`src/rtl/conv_pkg.sv`:
```
// Shared defaults, types and helper functions for the conv engine blocks.
package conv_pkg;

    localparam int DW_DEF    = 8;
    localparam int KSIZE_DEF = 3;
    localparam int NCH_DEF   = 4;

    function automatic int taps_of(input int ksize);
        return ksize * ksize;
    endfunction

    // Never returns 0, so a one-entry dimension still gets a 1-bit index.
    function automatic int clog2(input int value);
        int w;
        w = 1;
        while ((1 << w) < value) w++;
        return w;
    endfunction

    typedef enum logic {
        IDLE   = 1'b0,
        STREAM = 1'b1
    } seq_state_t;

endpackage

```
`src/rtl/conv_weight_rf.sv`:
```
// NCH x TAPS weight register file: one range-checked write port, combinational read.
// With CONV_WSEQ_ZERO_SKIP_EN defined it also exports a per-tap nonzero mask of the read kernel.
module conv_weight_rf
    import conv_pkg::*;
#(
    parameter  int DW   = DW_DEF,
    parameter  int NCH  = NCH_DEF,
    parameter  int TAPS = taps_of(KSIZE_DEF),
    localparam int CW   = clog2(NCH),
    localparam int TW   = clog2(TAPS)
) (
    input  logic          clk,
    input  logic          rst_n,
    input  logic          wr_en,
    input  logic [CW-1:0] wr_ch,
    input  logic [TW-1:0] wr_tap,
    input  logic [DW-1:0] wr_data,
    output logic          wr_err,
    input  logic [CW-1:0] rd_ch,
    input  logic [TW-1:0] rd_tap,
    output logic [DW-1:0] rd_data
`ifdef CONV_WSEQ_ZERO_SKIP_EN
    ,
    output logic [TAPS-1:0] rd_nz
`endif
);

    localparam logic [CW:0] NCH_L  = (CW + 1)'(NCH);
    localparam logic [TW:0] TAPS_L = (TW + 1)'(TAPS);

    logic [DW-1:0] mem [NCH][TAPS];
    logic          wr_ok;

    assign wr_ok  = ({1'b0, wr_ch} < NCH_L) && ({1'b0, wr_tap} < TAPS_L);
    assign wr_err = wr_en && !wr_ok;

    always_ff @(posedge clk) begin
        if (!rst_n) begin
            for (int c = 0; c < NCH; c++) begin
                for (int t = 0; t < TAPS; t++) begin
                    mem[c][t] <= '0;
                end
            end
        end else if (wr_en && wr_ok) begin
            mem[wr_ch][wr_tap] <= wr_data;
        end
    end

    assign rd_data = mem[rd_ch][rd_tap];

`ifdef CONV_WSEQ_ZERO_SKIP_EN
    always_comb begin
        rd_nz = '0;
        for (int t = 0; t < TAPS; t++) begin
            rd_nz[t] = |mem[rd_ch][t];
        end
    end
`endif

endmodule

```
`src/rtl/conv_weight_seq.sv`:
```
// Weight store and tap sequencer for the serial KxK conv engine.
// Optional zero-weight skipping is enabled by defining CONV_WSEQ_ZERO_SKIP_EN.
//
// state  | meaning
// IDLE   | waiting for start; writes and rejected requests still handled
// STREAM | presenting kernel act_ch tap cnt to the MAC
module conv_weight_seq
    import conv_pkg::*;
#(
    parameter  int DW    = DW_DEF,
    parameter  int KSIZE = KSIZE_DEF,
    parameter  int NCH   = NCH_DEF,
    localparam int TAPS  = taps_of(KSIZE),
    localparam int CW    = clog2(NCH),
    localparam int TW    = clog2(TAPS)
) (
    input  logic          clk,
    input  logic          rst_n,
    input  logic          wr_en,
    input  logic [CW-1:0] wr_ch,
    input  logic [TW-1:0] wr_tap,
    input  logic [DW-1:0] wr_data,
    input  logic          start,
    input  logic [CW-1:0] ch_sel,
    output logic          w_valid,
    input  logic          w_ready,
    output logic [DW-1:0] w_data,
    output logic [TW-1:0] w_tap,
    output logic          w_last,
    output logic          busy,
    output logic          done,
    output logic          err
);

    localparam logic [CW:0]   NCH_L    = (CW + 1)'(NCH);
    localparam logic [TW-1:0] LAST_TAP = TW'(TAPS - 1);

    seq_state_t    state, state_nxt;
    logic [TW-1:0] cnt, cnt_nxt;
    logic [CW-1:0] act_ch, act_ch_nxt;
    logic          done_nxt, err_nxt;
    logic          wr_err;
    logic [DW-1:0] rd_data;
    logic          beat_ok;
    logic          last_beat;

`ifdef CONV_WSEQ_ZERO_SKIP_EN
    logic [TAPS-1:0] rd_nz;
    logic            hi_nz;
`endif

    conv_weight_rf #(
        .DW   (DW),
        .NCH  (NCH),
        .TAPS (TAPS)
    ) u_rf (
        .clk     (clk),
        .rst_n   (rst_n),
        .wr_en   (wr_en),
        .wr_ch   (wr_ch),
        .wr_tap  (wr_tap),
        .wr_data (wr_data),
        .wr_err  (wr_err),
        .rd_ch   (act_ch),
        .rd_tap  (cnt),
        .rd_data (rd_data)
`ifdef CONV_WSEQ_ZERO_SKIP_EN
        ,
        .rd_nz   (rd_nz)
`endif
    );

`ifdef CONV_WSEQ_ZERO_SKIP_EN
    // A beat is last when no nonzero weight sits above the current tap.
    always_comb begin
        hi_nz = 1'b0;
        for (int t = 0; t < TAPS; t++) begin
            if (TW'(t) > cnt) hi_nz = hi_nz | rd_nz[t];
        end
    end

    assign beat_ok   = |rd_data;
    assign last_beat = !hi_nz;
`else
    assign beat_ok   = 1'b1;
    assign last_beat = (cnt == LAST_TAP);
`endif

    always_ff @(posedge clk) begin
        if (!rst_n) begin
            state  <= IDLE;
            cnt    <= '0;
            act_ch <= '0;
            done   <= 1'b0;
            err    <= 1'b0;
        end else begin
            state  <= state_nxt;
            cnt    <= cnt_nxt;
            act_ch <= act_ch_nxt;
            done   <= done_nxt;
            err    <= err_nxt;
        end
    end

    always_comb begin
        state_nxt  = state;
        cnt_nxt    = cnt;
        act_ch_nxt = act_ch;
        done_nxt   = 1'b0;
        err_nxt    = wr_err;
        case (state)
            IDLE: begin
                if (start) begin
                    if ({1'b0, ch_sel} < NCH_L) begin
                        state_nxt  = STREAM;
                        act_ch_nxt = ch_sel;
                        cnt_nxt    = '0;
                    end else begin
                        err_nxt = 1'b1;
                    end
                end
            end
            STREAM: begin
                // Skipped (zero) taps advance without waiting for the MAC.
                if (w_ready || !beat_ok) begin
                    if (cnt == LAST_TAP) begin
                        state_nxt = IDLE;
                        cnt_nxt   = '0;
                        done_nxt  = 1'b1;
                    end else begin
                        cnt_nxt = cnt + TW'(1);
                    end
                end
            end
            default: state_nxt = IDLE;
        endcase
    end

    assign busy    = (state == STREAM);
    assign w_valid = busy && beat_ok;
    assign w_data  = w_valid ? rd_data : '0;
    assign w_tap   = w_valid ? cnt : '0;
    assign w_last  = w_valid && last_beat;

endmodule

```
`config.mk`:
```
export PLATFORM = sky130hd
export DESIGN_NAME = conv_weight_seq
export DESIGN_NICKNAME = d
export VERILOG_FILES = /design/src/rtl/conv_pkg.sv /design/src/rtl/conv_weight_rf.sv /design/src/rtl/conv_weight_seq.sv
export SDC_FILE = /design/constraint.sdc
export NUM_CORES = 1
export LEC_CHECK = 0
export ABC_CLOCK_PERIOD_IN_PS = 2550
export CAP_MARGIN = 20
export CORE_MARGIN = 3
export CORE_UTILIZATION = 62
export CTS_CLUSTER_DIAMETER = 200
export DETAILED_ROUTE_END_ITERATION = 6
export PLACE_DENSITY_LB_ADDON = 0.2
export SYNTH_ARGS = -nofsm -noshare
export SYNTH_HDL_FRONTEND = slang
export SYNTH_HIERARCHICAL = 1
export SYNTH_SLANG_ARGS = --single-unit
```
`constraint.sdc`:
```
create_clock -name clk -period 2.55 [get_ports clk]
set_input_delay 0.6375 -clock clk [delete_from_list [all_inputs] [get_ports clk]]
set_output_delay 0.6375 -clock clk [all_outputs]
set_load 0.05 [all_outputs]
```
==> flow_summary.yaml <==
critical_path:
  reg2regPathDepth: 6
  path_class: "reg -> out"
  crit_fanout: 5
  start_kind: "register"
  worstPathRequired_ns: 1.91
  cp_data_arrival_time_ns: 2.66
  setup.worst_path.end_class: "output pin"
floorplanning:
  num_rows: 54
  fp.coreArea_um2: 22000
  num_io_pins: 38
  die_w_um: 156
  die_area_um2: 24300
  start_util_pct: 63.5
  die_y_um: 156
timing:
  fin_crit_ns: 3.30
  relSlewSlack_pct: 66.6
  clock_skew_ns: 0.00170
  fmaxAchievable_mhz: 303
  setup_slack_ns: -0.746
  worstMarginPinSlew_ns: 0.501
  setup_viol: 8
  rsz0062_at_grt: "true"
  period_share_pct: 129
  finalHoldViolCount: 0
  hold_ws_ns: 0.696
  finalMaxSlewViolations: 0
clock_network:
  cts_tree: "built"
  cts_hold_buf: 0
  insertion_delay_ns: 0.54
  cts_buffers: 29
  clk_pin_slew_ns: 0.07
  ctsHtreeMaxLevel: 1
  clock_path_buffers: 3
  cts_root_buf: "clkbuf_16"
  cts_sinks: 297
yosys:
  synthDistinctLibCells: 46
  yosys_warnings: 6
  postSynth.asyncResetShare_pct: 0
  syn_inst: 1013
  ys.flop_type: "edfxtp_1"
  synth-edff-count: 288
  syn_area_um2: 13900
  yosysSeqAreaShare_pct: 63.3
  syn_nets: 1036
  yosys_register_bits: 297
  avgSynthCellArea_um2: 13.8
min_path:
  holdPathStages: 3
  hold_path.class: "reg -> reg"
place:
  finalWeightedCongestion: 0.891
  port_buffers: 37
  dp_hpwl_mm: 23.6
status:
  status: "finished with violations"
  failed_checks: "setup timing"
pwr:
  peakVddDrop_v: 0.000671
  p_total_uw: 11000
  p_per_area_nw_per_um2: 645
  power_leakage_uw: 0.00606
layout:
  drive_gt1_share_pct: 27.6
  antenna_cells: 0
  n_fill_cell: 1221
  final_nets: 1194
  multi_input_area_um2: 5070
  layout_common_cells: "and2_1, edfxtp_1, buf_4"
  final_common_cell: "and2_1"
  regArea_um2: 8840
  area_delta_synth_final_pct: 22.7
global_route:
  grt_first_pass_wirelength_mm: 54.9
  grt_pass1_vias: 9335
  grt_max_degree: 43
  grt_usage_pct: 30.4
  antenna_found_initial: 0
  overflow: 0
detailed_routing:
  route.detailed.drc: 0
  via_per_inst: 6.22
  routed_wl_mm: 36.4
  vias: 9156
  drt_iter0_drc: 1069
  wl_per_cell_um: 24.7
  first_pass_iters: 6
  ant_nets: 0
job:
  maxCapViolCount: 0
-- area by class of cell --
type	instances	share of cell area, %
multi-input cells	644	29.6
repair buffers	193	11.0
clock inverters	20	1.16
inverters	6	0.175
flip-flops and latches	297	51.7
clock buffers	33	4.33
well taps	280	2.05
-- what timing repair did --
action	in CTS	in global routing
pin swaps	25	7
cloned	2	0
gates resized for setup	61	30
buffers inserted	14	1
setup endpoints to repair	9	9
-- per-stage QoR --
step	setup TNS [ns]	instances	area [µm²]	utilization, %	setup slack (ns)
after CTS	-5.43	1473	17000	77.4	-0.716
after global routing	-5.83	1473	17100	77.9	-0.788
after global placement	-2.86	1406	15600	71.2	-0.322
final	-5.46	1473	17100	77.9	-0.746
after floorplan	0	1013	14000	-	0.0180
after detailed placement	-4.01	1406	15600	71.2	-0.455
-- final timing paths --
path                                 from  slack (ns)         to
worst max-delay path            act_ch[0]       -0.75  w_data[1]
worst min-delay path                 busy        0.70       done
worst max register to register     cnt[0]        1.03     cnt[3]
worst min register to register       busy        0.70       done
-- synthesized netlist by cell type, types with 9 or more instances --
cell | instances | share of area (%)
nor2_1 | 54 | 1.5
a21oi_1 | 13 | 0.47
nand3_1 | 15 | 0.54
o22ai_1 | 17 | 0.76
and2_1 | 303 | 14
edfxtp_1 | 288 | 62
nand2_1 | 30 | 0.81
mux2i_1 | 61 | 4.4
clkbuf_1 | 42 | 1.1
mux4_2 | 42 | 6.8
dfxtp_1 | 9 | 1.3
buf_2 | 12 | 0.43
o21ai_0 | 38 | 1.4
-- flip-flops by register name (all words and copies together), names as in the netlist --
register  flops
act_ch        2
busy          1
cnt           4
done          1
err           1
u_rf/mem    288
-- worst max-delay path: stages (launching register included) --
cell      delay, ns
dfxtp_4        0.40
buf_4          0.15
mux4_2         0.50
nand2_1        0.08
o221ai_1       0.14
o41ai_2        0.32
a22oi_1        0.19
and2_4         0.20
buf_12         0.14
-- routing by layer --
metal | GRT usage [%] | wire length (µm) | up-vias
li1 | - | - | 4021
met3 | 5.69 | 3390 | 117
met1 | 40.4 | 14000 | 4497
met4 | 13.5 | 1760 | 0
met5 | 0 | 0 | -
met2 | 49.4 | 17200 | 521
-- power breakdown --
part | switching, µW | internal [µW] | total [µW]
clock network | 1760 | 2480 | 4240
registers | 107 | 5590 | 5700
logic | 608 | 504 | 1110
total | 2480 | 8570 | 11000
-- cell families (layout without fill, tap and decap cells) --
family	count (synthesis)	in the layout	synth area share, %
buffers and inverters	72	252	2.56
muxes	103	103	11.2
DFF	297	297	63.3
and+or+nand+nor	440	440	18.4
adders and majority gates	2	2	0.179
AOI/OAI and AO/OA	99	99	4.46
No activity file was read; power rests on OpenSTA's default activity.
